$ cat src/rtl/pair_word_packer_pkg.sv
// Shared constants, FSM state type and width helper for the pair-to-word packer.
package pair_word_packer_pkg;

  localparam int PAIR_W     = 2;
  localparam int WORD_CNT_W = 16;

  typedef enum logic [1:0] {
    EMPTY   = 2'd0,
    FILLING = 2'd1,
    STALL   = 2'd2
  } pack_state_e;

  // fill_cnt width: enough to count PAIRS-1 plus one spare bit for headroom.
  function automatic int fill_w(input int word_w);
    return $clog2(word_w / PAIR_W) + 1;
  endfunction

endpackage

$ cat src/rtl/pair_word_packer_if.sv
// Pair-in / word-out handshake bundle; master is the upstream+downstream side, slave the packer.
interface pair_word_packer_if #(
  parameter int WORD_W = 8
);
  import pair_word_packer_pkg::*;

  localparam int FILL_W = fill_w(WORD_W);

  logic [PAIR_W-1:0]     pair_in;
  logic                  pair_valid;
  logic                  pair_ready;
  logic                  flush;
  logic [WORD_W-1:0]     word_out;
  logic                  word_valid;
  logic                  word_ready;
  logic [FILL_W-1:0]     fill_cnt;
  logic [WORD_CNT_W-1:0] word_cnt;

  modport master (
    output pair_in, pair_valid, flush, word_ready,
    input  pair_ready, word_out, word_valid, fill_cnt, word_cnt
  );

  modport slave (
    input  pair_in, pair_valid, flush, word_ready,
    output pair_ready, word_out, word_valid, fill_cnt, word_cnt
  );

endinterface

$ cat src/rtl/pair_word_packer_shift_accum.sv
// Pair accumulator: places each accepted pair in its slot and counts filled slots.
// Unfilled slots stay zero because the register is cleared on every emit.
module pair_shift_accum
  import pair_word_packer_pkg::*;
#(
  parameter int  WORD_W    = 8,
  parameter bit  MSB_FIRST = 1'b1,
  localparam int FILL_W    = fill_w(WORD_W)
) (
  input  logic               clk,
  input  logic               reset,
  input  logic [PAIR_W-1:0]  pair_in,
  input  logic               accept,
  input  logic               emit,
  output logic [WORD_W-1:0]  full_word,
  output logic [FILL_W-1:0]  fill_cnt
);

  localparam int PAIRS = WORD_W / PAIR_W;

  logic [WORD_W-1:0] shreg_q;
  logic [FILL_W-1:0] fill_q;

  // Slot positions are constants per iteration, so this is a plain mux per slot.
  function automatic logic [WORD_W-1:0] place_pair(
    input logic [WORD_W-1:0] w,
    input logic [PAIR_W-1:0] p,
    input logic [FILL_W-1:0] idx
  );
    logic [WORD_W-1:0] r;
    r = w;
    for (int s = 0; s < PAIRS; s++) begin
      if (idx == FILL_W'(s)) begin
        if (MSB_FIRST) r[WORD_W - PAIR_W*(s+1) +: PAIR_W] = p;
        else           r[PAIR_W*s +: PAIR_W]              = p;
      end
    end
    return r;
  endfunction

  // Includes the pair accepted this cycle so a completing or flushing pair is part of the word.
  always_comb begin
    full_word = shreg_q;
    if (accept) full_word = place_pair(shreg_q, pair_in, fill_q);
  end

  always_ff @(posedge clk) begin
    if (reset) begin
      shreg_q <= '0;
      fill_q  <= '0;
    end else if (emit) begin
      shreg_q <= '0;
      fill_q  <= '0;
    end else if (accept) begin
      shreg_q <= full_word;
      fill_q  <= fill_q + FILL_W'(1);
    end
  end

  assign fill_cnt = fill_q;

endmodule

$ cat src/rtl/pair_word_packer.sv
// Packs 2-bit pairs into WORD_W-bit words and hands them out through a one-entry holding buffer.
// Flush is a level: while the buffer is blocked it must stay asserted until the word is taken.
module pair_word_packer
  import pair_word_packer_pkg::*;
#(
  parameter int WORD_W    = 8,
  parameter bit MSB_FIRST = 1'b1
) (
  input  logic            clk,
  input  logic            reset,
  pair_word_packer_if.slave bus
);

  localparam int PAIRS  = WORD_W / PAIR_W;
  localparam int FILL_W = fill_w(WORD_W);
  localparam logic [FILL_W-1:0] LAST_SLOT = FILL_W'(PAIRS - 1);

  logic [FILL_W-1:0]     fill_cnt;
  logic [WORD_W-1:0]     full_word;
  logic                  last_slot;
  logic                  hold_blocked;
  logic                  pair_ready;
  logic                  accept;
  logic                  complete;
  logic                  flush_eff;
  logic                  load;

  pack_state_e           state_q, state_d;
  logic [WORD_W-1:0]     word_q;
  logic                  word_valid_q;
  logic [WORD_CNT_W-1:0] word_cnt_q;

  pair_shift_accum #(
    .WORD_W    (WORD_W),
    .MSB_FIRST (MSB_FIRST)
  ) u_accum (
    .clk       (clk),
    .reset     (reset),
    .pair_in   (bus.pair_in),
    .accept    (accept),
    .emit      (load),
    .full_word (full_word),
    .fill_cnt  (fill_cnt)
  );

  assign last_slot    = (fill_cnt == LAST_SLOT);
  assign hold_blocked = word_valid_q && !bus.word_ready;

  // Next-state and handshake outputs; a flush only counts if there is something to emit.
  always_comb begin
    pair_ready = !(hold_blocked && (last_slot || bus.flush));
    accept     = bus.pair_valid && pair_ready;
    complete   = accept && last_slot;
    flush_eff  = bus.flush && ((fill_cnt != '0) || accept);
    load       = (complete || flush_eff) && !hold_blocked;

    state_d = EMPTY;
    if (load)
      state_d = EMPTY;
    else if (hold_blocked &&
             ((bus.pair_valid && last_slot) || (bus.flush && (fill_cnt != '0))))
      state_d = STALL;
    else if (accept || (fill_cnt != '0))
      state_d = FILLING;
  end

  always_ff @(posedge clk) begin
    if (reset) state_q <= EMPTY;
    else       state_q <= state_d;
  end

  // Holding buffer: a load on the same edge as a consume simply replaces the word.
  always_ff @(posedge clk) begin
    if (reset) begin
      word_q       <= '0;
      word_valid_q <= 1'b0;
      word_cnt_q   <= '0;
    end else if (load) begin
      word_q       <= full_word;
      word_valid_q <= 1'b1;
      word_cnt_q   <= word_cnt_q + WORD_CNT_W'(1);
    end else if (word_valid_q && bus.word_ready) begin
      word_valid_q <= 1'b0;
    end
  end

  // EMPTY is exactly the state with no pairs in the partial word.
  always_ff @(posedge clk) begin
    if (!reset) assert ((state_q == EMPTY) == (fill_cnt == '0));
  end

  assign bus.pair_ready = pair_ready;
  assign bus.word_out   = word_q;
  assign bus.word_valid = word_valid_q;
  assign bus.fill_cnt   = fill_cnt;
  assign bus.word_cnt   = word_cnt_q;

endmodule

$ cat src/flat_wrapper.sv
// flat-port wrapper written by rule: the top's interface ports become plain ports
module pair_word_packer_flat import pair_word_packer_pkg::*;
#(
  parameter int WORD_W    = 8,
  parameter bit MSB_FIRST = 1'b1
)
  (clk, reset, bus_pair_in, bus_pair_valid, bus_flush, bus_word_ready, bus_pair_ready, bus_word_out, bus_word_valid, bus_fill_cnt, bus_word_cnt);
  pair_word_packer_if #(.WORD_W(WORD_W)) bus_i ();
  input  logic clk;
  input  logic reset;
  input wire logic [$bits(bus_i.pair_in)-1:0] bus_pair_in;
  input wire logic [$bits(bus_i.pair_valid)-1:0] bus_pair_valid;
  input wire logic [$bits(bus_i.flush)-1:0] bus_flush;
  input wire logic [$bits(bus_i.word_ready)-1:0] bus_word_ready;
  output wire logic [$bits(bus_i.pair_ready)-1:0] bus_pair_ready;
  output wire logic [$bits(bus_i.word_out)-1:0] bus_word_out;
  output wire logic [$bits(bus_i.word_valid)-1:0] bus_word_valid;
  output wire logic [$bits(bus_i.fill_cnt)-1:0] bus_fill_cnt;
  output wire logic [$bits(bus_i.word_cnt)-1:0] bus_word_cnt;
  assign bus_i.pair_in = bus_pair_in;
  assign bus_i.pair_valid = bus_pair_valid;
  assign bus_i.flush = bus_flush;
  assign bus_i.word_ready = bus_word_ready;
  assign bus_pair_ready = bus_i.pair_ready;
  assign bus_word_out = bus_i.word_out;
  assign bus_word_valid = bus_i.word_valid;
  assign bus_fill_cnt = bus_i.fill_cnt;
  assign bus_word_cnt = bus_i.word_cnt;
  pair_word_packer #(.WORD_W(WORD_W), .MSB_FIRST(MSB_FIRST)) u_core (.clk(clk), .reset(reset), .bus(bus_i));
endmodule
$ cat config.mk
export PLATFORM = sky130hd
export DESIGN_NAME = pair_word_packer_flat
export DESIGN_NICKNAME = d
export VERILOG_FILES = /design/src/rtl/pair_word_packer_pkg.sv /design/src/rtl/pair_word_packer_if.sv /design/src/rtl/pair_word_packer_shift_accum.sv /design/src/rtl/pair_word_packer.sv /design/src/flat_wrapper.sv
export SDC_FILE = /design/constraint.sdc
export NUM_CORES = 1
export LEC_CHECK = 0
export CORE_MARGIN = 3
export CORE_UTILIZATION = 40
export DETAILED_ROUTE_END_ITERATION = 16
export GPL_ROUTABILITY_DRIVEN = 0
export PLACE_DENSITY = 0.61
export REMOVE_ABC_BUFFERS = 1
export SYNTH_ARGS = -nofsm -noshare
export SYNTH_HDL_FRONTEND = slang
export SYNTH_SLANG_ARGS = --single-unit
$ cat constraint.sdc
create_clock -name clk -period 5.7 [get_ports clk]
set_input_delay 1.425 -clock clk [delete_from_list [all_inputs] [get_ports clk]]
set_output_delay 1.425 -clock clk [all_outputs]
set_load 0.1 [all_outputs]
==> results of run 1 <==
==> cells in the mapped netlist (3+ instances only) <==
master / instances / area (um2)
o2111ai_1: 3 / 26.3
ha_1: 6 / 75.1
o31ai_1: 8 / 60.1
a211oi_1: 9 / 67.6
nor2b_1: 4 / 25.0
or4_1: 8 / 60.1
nand2_1: 4 / 15.0
dfxtp_1: 36 / 721
o21ai_0: 3 / 15.0
nand3_1: 5 / 25.0
buf_6: 3 / 33.8
or3_1: 3 / 18.8
nor2_1: 15 / 56.3
a21oi_1: 22 / 110
inv_1: 4 / 15.0
nand4_1: 5 / 31.3
mux2i_1: 8 / 80.1
==> worst max-delay path by stage <==
stage | end | start | cells after the start
after floorplan | bus_pair_ready | u_core.u_accum.fill_cnt[2] | 4
after global placement | bus_pair_ready | bus_flush | 4
final | bus_pair_ready | bus_flush | 4
after detailed placement | bus_pair_ready | bus_flush | 4
after CTS | bus_pair_ready | bus_flush | 4
after global routing | bus_pair_ready | bus_flush | 4
==> worst max-delay path, delay by kind of cell <==
kind,cells,cell delay (ns)
buffers and inverters,2,0.77
AND/OR/NAND/NOR,2,0.36
==> power by group through the flow <==
| stage | clock network (uW) | logic (uW) | registers, uW |
|---|---|---|---|
| final | 222 | 158 | 272 |
| after global routing | 237 | 167 | 274 |
| after floorplan | 0 | 45.1 | 350 |
| after detailed placement | 0 | 158 | 278 |
| after CTS | 228 | 159 | 272 |
| after global placement | 0 | 157 | 277 |
==> sequential cells by signal, summed over array words and instances (netlist names) <==
register / flops
u_core.bus.word_out: 8
u_core.u_accum.shreg_q: 8
u_core.bus.word_valid: 1
u_core.bus.word_cnt: 16
u_core.u_accum.fill_cnt: 3
==> metrics by stage <==
stage | worst slack, ns | std cells | hold WS, ns | total power (uW) | util
floorplan | 1.91 | 169 | 0.456 | 395 | -
finish | 1.71 | 262 | 0.505 | 652 | 0.528
global route | 1.67 | 262 | 0.540 | 678 | 0.528
global placement | 1.73 | 254 | 0.477 | 434 | 0.502
detailed placement | 1.71 | 254 | 0.481 | 436 | 0.502
CTS | 1.71 | 262 | 0.498 | 659 | 0.528
==> cells by family after synthesis <==
logic type               Yosys count  share of synthesized area
AO/OA/AOI/OAI                     52                      0.198
AND/OR/NAND/NOR                   59                      0.211
adder cells (fa/ha/maj)            6                     0.0428
flip-flops                        36                      0.411
XOR/XNOR                           1                    0.00499
multiplexers                      11                     0.0670
buffers and inverters             15                     0.0649
==> metal layers <==
metal	routed length [um]	track usage	up-vias
met2	1840	0.261	39
met1	1660	0.176	694
met3	174	0.0360	10
li1	-	-	736
met5	0	0	-
met4	60	0.0543	0
==> layout make-up <==
cell class,count,area share
tap,50,0.0288
clock buffer,6,0.0334
clock inverter,2,0.0161
inverter,4,0.00691
sequential,36,0.332
multi-input combinational,129,0.423
timing repair buffer,35,0.160
==> results.sh, run 1 <==
export IMPL_first_pass_iters=4
export IMPL_min_from="u_core.u_accum.shreg_q[7]"
export IMPL_path_max_fanout=4
export IMPL_wl_mm=3.74
export IMPL_drtAntennaViolNets=0
export IMPL_start_util=0.426
export IMPL_grt_max_degree=31
export IMPL_switching_share=0.336
export IMPL_max_vdd_ir_drop_mv=0.180
export IMPL_tns_ns=0
export IMPL_clock_latency_ns=0.29
export IMPL_grt_pass1_wl_mm=6.20
export IMPL_setup_viol=0
export IMPL_grt_pass1_vias=1349
export IMPL_cts_resized=0
export IMPL_drt_iter0_markers=107
export IMPL_leakage_uw=0.000789
export IMPL_synth_area_per_cell_um2=9.75
export IMPL_comb_power_share=0.242
export IMPL_rsz0062_at_grt="no"
export IMPL_dpl_cell_area_um2=2070
export IMPL_cp_required_ns=4.28
export IMPL_synthArstFlopShare=0
export IMPL_ys_seq_area_frac=0.411
export IMPL_ys_warn_count=0
export IMPL_clkTransAtPathRegs_ns=0.07
export IMPL_num_antenna_cells=0
export IMPL_p_seq_frac=0.417
export IMPL_syn_inst=180
export IMPL_fmax_mhz=251
export IMPL_switchingPower_uw=219
export IMPL_slew_viol_final=0
export IMPL_fin_area_um2=2170
export IMPL_hold_depth=2
export IMPL_setup_worst_path_start_class="input port"
export IMPL_cts_buffer_depth=2
export IMPL_cts_made_buffers=5
export IMPL_row_count=23
export IMPL_io_buffers=35
export IMPL_drive_above_1_share=0.0991
export IMPL_via_per_inst=5.65
export IMPL_fin_skew_ns=0.0111
export IMPL_reg2reg_depth=6
export IMPL_vias=1479
export IMPL_dp_hpwl_mm=2.62
export IMPL_cp_slowest_cell="clkdlybuf4s50_1"
export IMPL_layout_common_cells="dfxtp_1, clkdlybuf4s50_1, a21oi_1"
export IMPL_fin_crit_ns=3.99
export IMPL_nFillCells=374
export IMPL_die_w_um=72.2
export IMPL_end_kind="output pin"
export IMPL_clock_power_share=0.341
export IMPL_clock_root_buffer="clkbuf_8"
export IMPL_rr_endpoint="u_core.bus.word_out[3]"
export IMPL_multi_input_area_um2=920
export IMPL_status="completed"
export IMPL_hold_viol=0
export IMPL_syn_area_um2=1750
export IMPL_synth_edf_count=0
export IMPL_fp_dieArea_um2=5220
export IMPL_remaining_drc_errors=0
export IMPL_hold_path_class="reg2reg"
export IMPL_cts_tree="built"
export IMPL_path_cells="clkdlybuf4s50_1, or2_4, nand2_1, buf_4"
export IMPL_intPower_uw=433
export IMPL_antenna_found_initial=0
export IMPL_core_area_um2=4120
export IMPL_fin_crit_sh=0.700
export IMPL_maxCapViolations=0
export IMPL_r2r_slack_ns=3.45
export IMPL_grt_usage=0.149
export IMPL_post_cts_buffers=0
export IMPL_worst_ep_arrival_time_ns=2.57
export IMPL_critical_path_class="in2out"
export IMPL_area_growth_pct=23.9
export IMPL_synth_distinct_cells=47
export IMPL_register_area_um2=721
export IMPL_worst_pin_slew_ns=1.10
export IMPL_max_stage_delay_ns=0.49
export IMPL_nNetsFinal=224
export IMPL_synth_ff_type="dfxtp_1"
export IMPL_powerDensity_nw_per_um2=300
export IMPL_mostFrequentLayoutCell="dfxtp_1"
export IMPL_die_h_um=72.2
export IMPL_worst_hold_path_endpoint="u_core.u_accum.shreg_q[7]"
export IMPL_ys_seq_elements=36
export IMPL_wl_per_cell_um=14.3
export IMPL_max_slew_margin_rel=0.261
export IMPL_num_io_pins=36
export IMPL_clock_sinks=36
export IMPL_cts_max_level=2
export IMPL_overflow=0
export IMPL_rr_startpoint="u_core.u_accum.fill_cnt[0]"
export IMPL_cts_hold_buf=0
(Power assumes the default switching activity.)
==> run 2, diff against run 1 <==
PLACE_DENSITY = 0.63   (was 0.61)
clock period = 3.3 ns   (was 5.7 ns; I/O delays follow)
==> results.sh, run 2 (synthesis results as in run 1) <==
export IMPL_dp_hpwl_mm=2.95
export IMPL_clock_power_share=0.344
export IMPL_path_cells="clkdlybuf4s50_1, nor2b_1, nand2_1, buf_12"
export IMPL_fin_skew_ns=0.00715
export IMPL_grt_usage=0.163
export IMPL_fin_area_um2=2140
export IMPL_first_pass_iters=4
export IMPL_end_kind="output pin"
export IMPL_max_stage_delay_ns=0.42
export IMPL_max_vdd_ir_drop_mv=0.204
export IMPL_cp_top_family="buffers and inverters"
export IMPL_grt_pass1_vias=1482
export IMPL_post_cts_buffers=0
export IMPL_min_from="u_core.u_accum.shreg_q[6]"
export IMPL_register_area_um2=721
export IMPL_num_antenna_cells=0
export IMPL_io_buffers=35
export IMPL_via_per_inst=5.79
export IMPL_wl_per_cell_um=15.3
export IMPL_nNetsFinal=227
export IMPL_clock_sinks=36
export IMPL_num_io_pins=36
export IMPL_cts_buffer_depth=2
export IMPL_crit_start="bus_word_ready"
export IMPL_grt_pass1_wl_mm=6.71
export IMPL_rsz0062_at_grt="no"
export IMPL_row_count=23
export IMPL_fp_dieArea_um2=5220
export IMPL_leakage_uw=0.000861
export IMPL_nFillCells=389
export IMPL_fmax_mhz=364
export IMPL_mostFrequentLayoutCell="dfxtp_1"
export IMPL_intPower_uw=745
export IMPL_powerDensity_nw_per_um2=529
export IMPL_wl_mm=4.05
export IMPL_multi_input_area_um2=920
export IMPL_dpl_cell_area_um2=2030
export IMPL_cts_max_level=2
export IMPL_switching_share=0.343
export IMPL_die_w_um=72.2
export IMPL_drt_iter0_markers=108
export IMPL_cts_hold_buf=0
export IMPL_clock_root_buffer="clkbuf_8"
export IMPL_worst_ep_arrival_time_ns=1.93
export IMPL_cp_required_ns=2.47
export IMPL_maxCapViolations=0
export IMPL_power_uw=1130
export IMPL_cts_resized=0
export IMPL_tns_ns=0
export IMPL_setup_viol=0
export IMPL_hold_viol=0
export IMPL_drtAntennaViolNets=0
export IMPL_setup_worst_path_start_class="input port"
export IMPL_largest_reg_flops=16
export IMPL_start_util=0.426
export IMPL_area_growth_pct=22.1
export IMPL_status="completed"
export IMPL_dp_cells=257
export IMPL_layout_common_cells="dfxtp_1, buf_4, a21oi_1"
export IMPL_cts_made_buffers=5
export IMPL_die_h_um=72.2
export IMPL_critical_path_class="in2out"
export IMPL_worst_pin_slew_ns=0.611
export IMPL_clock_latency_ns=0.29
export IMPL_path_max_fanout=6
export IMPL_grt_max_degree=20
export IMPL_core_area_um2=4120
export IMPL_stdcell_count=265
export IMPL_drive_above_1_share=0.247
export IMPL_cp_slowest_cell="clkdlybuf4s50_1"
export IMPL_remaining_drc_errors=0
export IMPL_hold_path_class="reg2reg"
export IMPL_max_slew_margin_rel=0.591
export IMPL_p_seq_frac=0.415
export IMPL_switchingPower_uw=389
export IMPL_path_buf_inv=2
export IMPL_antenna_found_initial=0
export IMPL_rr_startpoint="u_core.u_accum.fill_cnt[0]"
export IMPL_fin_crit_ns=2.75
export IMPL_comb_power_share=0.241
export IMPL_slew_viol_final=0
export IMPL_fin_crit_sh=0.834
export IMPL_cts_tree="built"
export IMPL_clkTransAtPathRegs_ns=0.07
export IMPL_overflow=0
export IMPL_vias=1535
[run 2: layer usage]
metal / GRT usage / share of wire
met3: 0.0429 / 0.046
met4: 0.0501 / 0.013
met2: 0.290 / 0.50
met5: 0 / 0
met1: 0.188 / 0.44
[run 2: power by group through the flow]
| stage | registers (uW) | clock network, uW | logic, uW |
|---|---|---|---|
| after detailed placement | 480 | 0 | 275 |
| after global placement | 479 | 0 | 271 |
| after global routing | 473 | 410 | 289 |
| after CTS | 470 | 395 | 276 |
| final | 470 | 390 | 274 |
| after floorplan | 605 | 0 | 77.8 |
[run 2: area by class of cell]
type | count | share of cell area
well taps | 50 | 0.0292
clock inverters | 3 | 0.0199
inverters | 4 | 0.00701
multi-input cells | 129 | 0.429
flip-flops and latches | 36 | 0.336
repair buffers | 38 | 0.146
clock buffers | 5 | 0.0321
[run 2: final timing paths]
path | end | slack [ns] | cells past startpoint
setup / recovery | bus_pair_ready | 0.55 | 4
hold / removal | u_core.u_accum.shreg_q[6] | 0.51 | 2
hold reg to reg | u_core.u_accum.shreg_q[6] | 0.51 | 2
setup reg to reg | u_core.bus.word_cnt[4] | 1.16 | 7
[run 2: tightest hold or removal path: cells and delay by family (launching register included)]
kind             cells  cell delay (ns)
muxes                1             0.08
and+or+nand+nor      1             0.08
DFF                  1             0.31
[run 2: through the flow]
| step | util | setup slack (ns) | hold slack [ns] |
|---|---|---|---|
| 6_report | 0.521 | 0.549 | 0.509 |
| 3_3_place_gp | 0.493 | 0.566 | 0.477 |
| 5_1_grt | 0.521 | 0.481 | 0.533 |
| 3_5_place_dp | 0.493 | 0.549 | 0.498 |
| 4_1_cts | 0.521 | 0.540 | 0.516 |
| 2_1_floorplan | - | 0.113 | 0.456 |
